### src/rtl/fmc_i2c_pkg.sv
// Shared types and constants for the FMC424 I2C configuration sequencer.
// Byte-engine op codes, table entry layout and sequencer states.
package fmc_i2c_pkg;

  typedef enum logic [1:0] {
    OP_START = 2'd0,
    OP_WRITE = 2'd1,
    OP_STOP  = 2'd2
  } op_e;

  typedef struct packed {
    logic [6:0] dev_addr;
    logic [7:0] reg_addr;
    logic [7:0] data;
  } cfg_entry_t;

  localparam logic [6:0] CPLD_ADDR     = 7'h3E;
  localparam logic [6:0] SI5338_ADDR   = 7'h70;
  localparam logic [7:0] CPLD_CTRL_REG = 8'h02;
  localparam logic [7:0] CPLD_LED4_ON  = 8'h01;

  typedef enum logic [3:0] {
    S_IDLE,
    S_ISSUE_START,
    S_ISSUE_ADDR,
    S_ISSUE_REG,
    S_ISSUE_DATA,
    S_ISSUE_STOP,
    S_WAIT_RSP,
    S_GAP,
    S_DONE,
    S_ERROR
  } state_e;

endpackage

### src/rtl/fmc_i2c_cfg_rom.sv
// Fixed configuration table: CPLD control/LED and SI5338 setup writes.
// Pure combinational lookup from entry index to register write.
module fmc_i2c_cfg_rom
  import fmc_i2c_pkg::*;
(
  input  logic [3:0] idx_i,
  output cfg_entry_t entry_o
);

  always_comb begin
    entry_o = '0;
    case (idx_i)
      4'd0: entry_o = '{CPLD_ADDR, CPLD_CTRL_REG, CPLD_LED4_ON};
      4'd1: entry_o = '{SI5338_ADDR, 8'hE6, 8'h10};
      4'd2: entry_o = '{SI5338_ADDR, 8'hF1, 8'hE5};
      4'd3: entry_o = '{CPLD_ADDR, CPLD_CTRL_REG, 8'h00};
      default: entry_o = '0;
    endcase
  end

endmodule

### src/rtl/fmc_i2c_cfg_sequencer.sv
// Walks the config table and issues START/addr/reg/data/STOP byte ops,
// retrying NACKed entries after a bus-free gap and flagging exhaustion.
module fmc_i2c_cfg_sequencer
  import fmc_i2c_pkg::*;
#(
  parameter int NUM_CMDS   = 4,
  parameter int MAX_RETRY  = 3,
  parameter int GAP_CYCLES = 500
) (
  input  logic       CLK,
  input  logic       reset,
  input  logic       start,
  output logic       busy,
  output logic       done,
  output logic       error,
  output logic [3:0] fail_index,
  output logic       cmd_valid,
  input  logic       cmd_ready,
  output logic [1:0] cmd_op,
  output logic [7:0] cmd_data,
  input  logic       rsp_valid,
  input  logic       rsp_ack
);

  localparam int GW = $clog2(GAP_CYCLES + 1);
  localparam logic [GW-1:0] GAP_LAST = GW'(GAP_CYCLES - 1);
  localparam logic [3:0] IDX_LAST = 4'(NUM_CMDS - 1);
  localparam logic [2:0] RETRY_MAX = 3'(MAX_RETRY);

  state_e state_q, state_d;
  state_e pend_q, pend_d;
  logic [3:0] idx_q, idx_d;
  logic [2:0] retry_q, retry_d;
  logic nack_q, nack_d;
  logic [GW-1:0] gap_q, gap_d;
  logic error_q, error_d;
  logic [3:0] fidx_q, fidx_d;
  cfg_entry_t entry;

  fmc_i2c_cfg_rom u_rom (
    .idx_i  (idx_q),
    .entry_o(entry)
  );

  always_ff @(posedge CLK) begin
    if (reset) begin
      state_q <= S_IDLE;
      pend_q  <= S_IDLE;
      idx_q   <= '0;
      retry_q <= '0;
      nack_q  <= 1'b0;
      gap_q   <= '0;
      error_q <= 1'b0;
      fidx_q  <= '0;
    end else begin
      state_q <= state_d;
      pend_q  <= pend_d;
      idx_q   <= idx_d;
      retry_q <= retry_d;
      nack_q  <= nack_d;
      gap_q   <= gap_d;
      error_q <= error_d;
      fidx_q  <= fidx_d;
    end
  end

  always_comb begin
    state_d   = state_q;
    pend_d    = pend_q;
    idx_d     = idx_q;
    retry_d   = retry_q;
    nack_d    = nack_q;
    gap_d     = gap_q;
    error_d   = error_q;
    fidx_d    = fidx_q;
    cmd_valid = 1'b0;
    cmd_op    = OP_START;
    cmd_data  = 8'h00;
    done      = 1'b0;

    unique case (state_q)
      S_IDLE: begin
        if (start) begin
          state_d = S_ISSUE_START;
          idx_d   = '0;
          retry_d = '0;
          nack_d  = 1'b0;
          error_d = 1'b0;
        end
      end
      S_ISSUE_START: begin
        cmd_valid = 1'b1;
        cmd_op    = OP_START;
      end
      S_ISSUE_ADDR: begin
        cmd_valid = 1'b1;
        cmd_op    = OP_WRITE;
        cmd_data  = {entry.dev_addr, 1'b0};
      end
      S_ISSUE_REG: begin
        cmd_valid = 1'b1;
        cmd_op    = OP_WRITE;
        cmd_data  = entry.reg_addr;
      end
      S_ISSUE_DATA: begin
        cmd_valid = 1'b1;
        cmd_op    = OP_WRITE;
        cmd_data  = entry.data;
      end
      S_ISSUE_STOP: begin
        cmd_valid = 1'b1;
        cmd_op    = OP_STOP;
      end
      S_WAIT_RSP: begin
        if (rsp_valid) begin
          case (pend_q)
            S_ISSUE_START: state_d = S_ISSUE_ADDR;
            S_ISSUE_ADDR: begin
              nack_d  = ~rsp_ack;
              state_d = rsp_ack ? S_ISSUE_REG : S_ISSUE_STOP;
            end
            S_ISSUE_REG: begin
              nack_d  = ~rsp_ack;
              state_d = rsp_ack ? S_ISSUE_DATA : S_ISSUE_STOP;
            end
            S_ISSUE_DATA: begin
              nack_d  = ~rsp_ack;
              state_d = S_ISSUE_STOP;
            end
            S_ISSUE_STOP: begin
              gap_d   = '0;
              state_d = S_GAP;
            end
            default: state_d = S_IDLE;
          endcase
        end
      end
      S_GAP: begin
        gap_d = gap_q + 1'b1;
        if (gap_q == GAP_LAST) begin
          gap_d  = '0;
          nack_d = 1'b0;
          if (nack_q && (retry_q < RETRY_MAX)) begin
            retry_d = retry_q + 1'b1;
            state_d = S_ISSUE_START;
          end else if (nack_q) begin
            error_d = 1'b1;
            fidx_d  = idx_q;
            state_d = S_ERROR;
          end else if (idx_q == IDX_LAST) begin
            state_d = S_DONE;
          end else begin
            idx_d   = idx_q + 1'b1;
            retry_d = '0;
            state_d = S_ISSUE_START;
          end
        end
      end
      S_DONE: begin
        done    = 1'b1;
        state_d = S_IDLE;
      end
      S_ERROR: state_d = S_IDLE;
      default: state_d = S_IDLE;
    endcase

    // The issue state itself is remembered so WAIT_RSP knows what completed.
    if (cmd_valid && cmd_ready) begin
      pend_d  = state_q;
      state_d = S_WAIT_RSP;
    end
  end

  assign busy = (state_q != S_IDLE) && (state_q != S_DONE) &&
                (state_q != S_ERROR);
  assign error      = error_q;
  assign fail_index = fidx_q;

  always_ff @(posedge CLK) begin
    if (!reset && rsp_valid) begin
      assert (state_q == S_WAIT_RSP)
        else $error("rsp_valid outside WAIT_RSP");
    end
  end

endmodule
### config.mk
export PLATFORM = sky130hd
export DESIGN_NAME = fmc_i2c_cfg_sequencer
export DESIGN_NICKNAME = d
export VERILOG_FILES = /design/src/rtl/fmc_i2c_pkg.sv /design/src/rtl/fmc_i2c_cfg_rom.sv /design/src/rtl/fmc_i2c_cfg_sequencer.sv
export SDC_FILE = /design/constraint.sdc
export NUM_CORES = 1
export LEC_CHECK = 0
export ABC_AREA = 1
export CAP_MARGIN = 20
export CORE_UTILIZATION = 55
export DETAILED_ROUTE_END_ITERATION = 8
export PLACE_DENSITY = 0.79
export SETUP_SLACK_MARGIN = 0.3
export SYNTH_ARGS = -nofsm -noshare
export SYNTH_HDL_FRONTEND = slang
export SYNTH_SLANG_ARGS = --single-unit
### constraint.sdc
create_clock -name CLK -period 1.7 [get_ports CLK]
set_input_delay 0.255 -clock CLK [delete_from_list [all_inputs] [get_ports CLK]]
set_output_delay 0.255 -clock CLK [all_outputs]
set_load 0.005 [all_outputs]
==> results of run 1 <==
[timing repair]
item,4_1_cts
buffers inserted,19
endpoints found under the hold margin,0
pin swaps,23
gates resized for setup,121
endpoints found under the setup margin,48
[metrics by stage]
step / instances / hold slack [ns] / setup TNS, ns
2_1_floorplan: 294 / 0.324 / 0
3_3_place_gp: 386 / 0.446 / 0
3_5_place_dp: 386 / 0.448 / -0.236
4_1_cts: 413 / 0.464 / 0
[logic make-up after synthesis]
group / synth area share (%)
compound gates: 14.5
xor+xnor: 0.930
fa+ha+maj: 3.98
buf+inv: 8.50
flops: 31.9
simple gates: 40.2
==> metrics, run 1 <==
routability-driven placement congestion ratio=0.906; Port Buf Inserts=23; Die Span Y=60.5 µm; Placed Area=0.00240 mm²; WEP type=output port; number of H-tree levels=2; Synth top cells by count=75 x nand2_1, 40 x nor2_1, 32 x inv_1; worst_ep grt=cmd_data[4]; fraction of registers with async set/reset=0%; share of the yosys chip area belonging to registers=31.9%; Stop stage=global routing; count of different cell masters after synthesis=30; largest net degree at the start of global routing=14; CTS Hold Bufs=0; pre-CTS setup slack=-0.0496 ns; Max Root-Sink Buffers=2; Yosys top cell by area=dfxtp_1; register bit count reported by yosys=30; clk sinks=30; Synth Instances=around 300; IO Pins=24; Rows=20; Warnings, synthesis=0; clk root buf=clkbuf_4; Synth area leaders=dfxtp_1 32%, nand2_1 15%, nor2_1 8.0%; Syn Nets=306; Synth Cell Area=0.00188 mm²; most frequent cell after synthesis=nand2_1; Syn Area/Cell=6.41 µm²; Initial Utilization=59.8%; Post-synth EDFFs=0; Synth Flop Type=dfxtp_1; DP HPWL=roughly 3600 µm; status=stopped before the end; Err=[ERROR DPL-0038] Utilization greater than 100%, impossible to legalize; post-synth top area share=roughly a third; Die Wd=between 60 and 70 µm; CTS Buf Count=5
==> run 2: changes to the inputs <==
Settings changed: CORE_UTILIZATION 55 to 40, PLACE_DENSITY 0.79 to not set, PLACE_DENSITY_LB_ADDON set to 0.15, SETUP_SLACK_MARGIN 0.3 to not set.
==> run 2 against run 1 <==
The run now ends clean; area after synthesis unchanged; synthesized cell count is the same.
==> metrics, run 2 <==
status=finished, final reports clean; reg2reg end=state_q[0]$_SDFFE_PP0P_; clk_lat worst skew=slightly below 0.3 ns; Placeable Area=0.00444 mm²; peak fanout along the critical path=4; worst endpoint required time=1.44 ns; Avg WL per Cell=12.1 µm; IO Pins=24 (unchanged); fin area=approximately 0.0026 mm²; Worst-Margin Slew=0.397 ns; DP HPWL=3600 µm (-0.84%); drc violations=0; first-pass GRT wire length=8190 µm; Layout area overhead=36.6%; most common cell after layout, fill and taps aside=nand2_1; Synth Instances=294 (unchanged); reg2reg setup slack=0.11 ns; Worst setup SP type=flip-flop; gr usage total=20.6%; routability-driven placement congestion ratio=0.857 (-5.5%); VDD IR max=838 µV; clk sinks=30 (unchanged); RSZ-0062 raised after global routing=true; register bit count reported by yosys=30 (unchanged); Die Wd=70.6 µm (+17%); CTS Hold Bufs=0 (unchanged); Fin. Hold Viols=0; share of the yosys chip area belonging to registers=31.9% (unchanged); Rows=24 (+20%); critical path's slowest cell=dfxtp_4; Synth Flop Type=dfxtp_1; CTS Buf Count=5 (unchanged); max reg flops=9; CP Class=reg -> out; crit path capture=cmd_data[4]; n_diodes=0; PD cells=approximately 1200 mW/mm²; Core Util, Final=between 50% and 60%; Final Setup Violations=0; CTS tree=built; Syn Area/Cell=6.41 µm² (unchanged); largest net degree at the start of global routing=14; Max stage delay on crit path=0.36 ns; fraction of registers with async set/reset=0% (unchanged); post-route ant nets=0; DR vias=2,039; clock-pin slew on the worst setup and hold paths=around 0.06 ns; post-DR vias/cell=around 5; Warnings, synthesis=0 (unchanged); Die Span Y=70.6 µm (+17%); most frequent cell after synthesis=nand2_1; Critical path origin=idx_q[0]$_SDFFE_PP0P_; Initial Utilization=42.4% (-17 points); final worst-path cycle share=99.4%; GR Overflow Total=0; Synth area leaders=dfxtp_1 32%, nand2_1 15%, nor2_1 8.0%; Largest Register=gap_q; final wirelength=4910 µm; vias in the first global route=1,859; total chip power=between 3 and 4 mW; die area=0.00499 mm²; max_slew headroom=73.5%; Cell Chain, Critical Path=inv_4, ha_2, nand2_2, nand2_2, nand2_2, buf_4, o211ai_1, buf_2; initial DRC count=117; Port Buf Inserts=23 (unchanged); Worst Hold Class=reg -> reg; met1 Resource Use GR=25.9%; met2 usage=35.2%; Post-synth EDFFs=0 (unchanged); layout cells sized above 1=28.5%; fin crit period=1.69 ns; GRT Max-Usage Layer=met2; CP dominant cell by count=nand2_2; crit path DAT=1.43 ns; clk root buf=clkbuf_8; CP Capture Type=output pin; post-synth top area share=31.9% (unchanged); Synth top cells by count=75 x nand2_1, 40 x nor2_1, 32 x inv_1; Cells on Worst Hold Path=2; initial antenna violation count=0; Syn Nets=306 (unchanged); grt met3 use=4.42%; Max Freq=592 MHz; count of different cell masters after synthesis=30 (unchanged); Max Root-Sink Buffers=2 (unchanged); Synth Cell Area=0.00188 mm² (unchanged); Final #Nets=about 370; max-slew violation count=0; Leakage=1.17 nW; number of H-tree levels=2 (unchanged); commonest non-fill, non-tap cells in the layout=66 x nand2_1, 35 x nor2_1, 34 x buf_4; Fin Clk Skew=0.00887 ns; Placed Area=0.00237 mm² (-1.4%); Yosys top cell by area=dfxtp_1; First-pass DRT Iterations=4; number of fillers in the final layout=446; cells on worst reg2reg path=9; maxcap violations=0; worst reg2reg startpoint=state_q[2]$_SDFFE_PP0P_; Hold WS=about 0.46 ns
[run 2: cell counts after synthesis]
Identical to the previous run, type by type.
[run 2: worst min path at each step]
stage | startpoint | to
after detailed placement | error$_SDFFE_PP0P_ | error$_SDFFE_PP0P_
after CTS | error$_SDFFE_PP0P_ | error$_SDFFE_PP0P_
after floorplan | reset | gap_q[2]$_SDFFE_PP0P_
after global placement | error$_SDFFE_PP0P_ | error$_SDFFE_PP0P_
final | error$_SDFFE_PP0P_ | error$_SDFFE_PP0P_
after global routing | error$_SDFFE_PP0P_ | error$_SDFFE_PP0P_
[run 2: where the power goes]
group	total [mW]	internal [mW]	switching, mW
combinational	1.58	0.707	0.874
sequential	0.996	0.855	0.142
clock	0.611	0.325	0.286
[run 2: cell families after synthesis]
logic type	Yosys count	synth area share (%)
XOR/XNOR	2	0.930
AND/OR/NAND/NOR	169	40.2
flip-flops	30	31.9
adder cells (fa/ha/maj)	6	3.98
AO/OA/AOI/OAI	46	14.5
buffers and inverters	41	8.50
[run 2: through the flow]
step | setup TNS, ns | cells | worst slack (ns)
3_3_place_gp | -0.135 | 393 | -0.0358
3_5_place_dp | -0.350 | 393 | -0.0802
5_1_grt | -0.0910 | 407 | -0.0310
6_report | 0 | 407 | 0.0107
4_1_cts | -0.0846 | 405 | -0.0459
2_1_floorplan | 0 | 294 | 0.234
[run 2: repair_timing]
item / 4_1_cts / 5_1_grt
endpoints found under the hold margin: 0 / 0
pin swaps: 1 / 4
setup endpoints to repair: 13 / 28
setup buffers: 4 / 2
cloned: 0 / 0
resized for setup: 54 / 24
[run 2: final cells by class]
class	count	area [µm²]	share of cell area [%]
clock buffer	6	82.6	3.21
clock inverter	2	12.5	0.486
inverter	36	140	5.44
multi-input combinational	223	1190	46.3
sequential	30	622	24.2
tap	52	65.1	2.53
timing repair buffer	58	460	17.9
[run 2: per-layer routing]
layer | up-vias | routed length (µm)
li1 | 1081 | -
met1 | 922 | 2290
met2 | 28 | 2380
met3 | 8 | 173
met4 | 0 | 68
met5 | - | 0
[run 2: worst max-delay path, delay by kind of cell (launching register included)]
family	cells	cell delay (ns)
buffers and inverters	3	0.34
adder cells (fa/ha/maj)	1	0.16
flip-flops	1	0.36
AND/OR/NAND/NOR	3	0.22
AO/OA/AOI/OAI	1	0.07
Power figures use the tool's default switching activity.
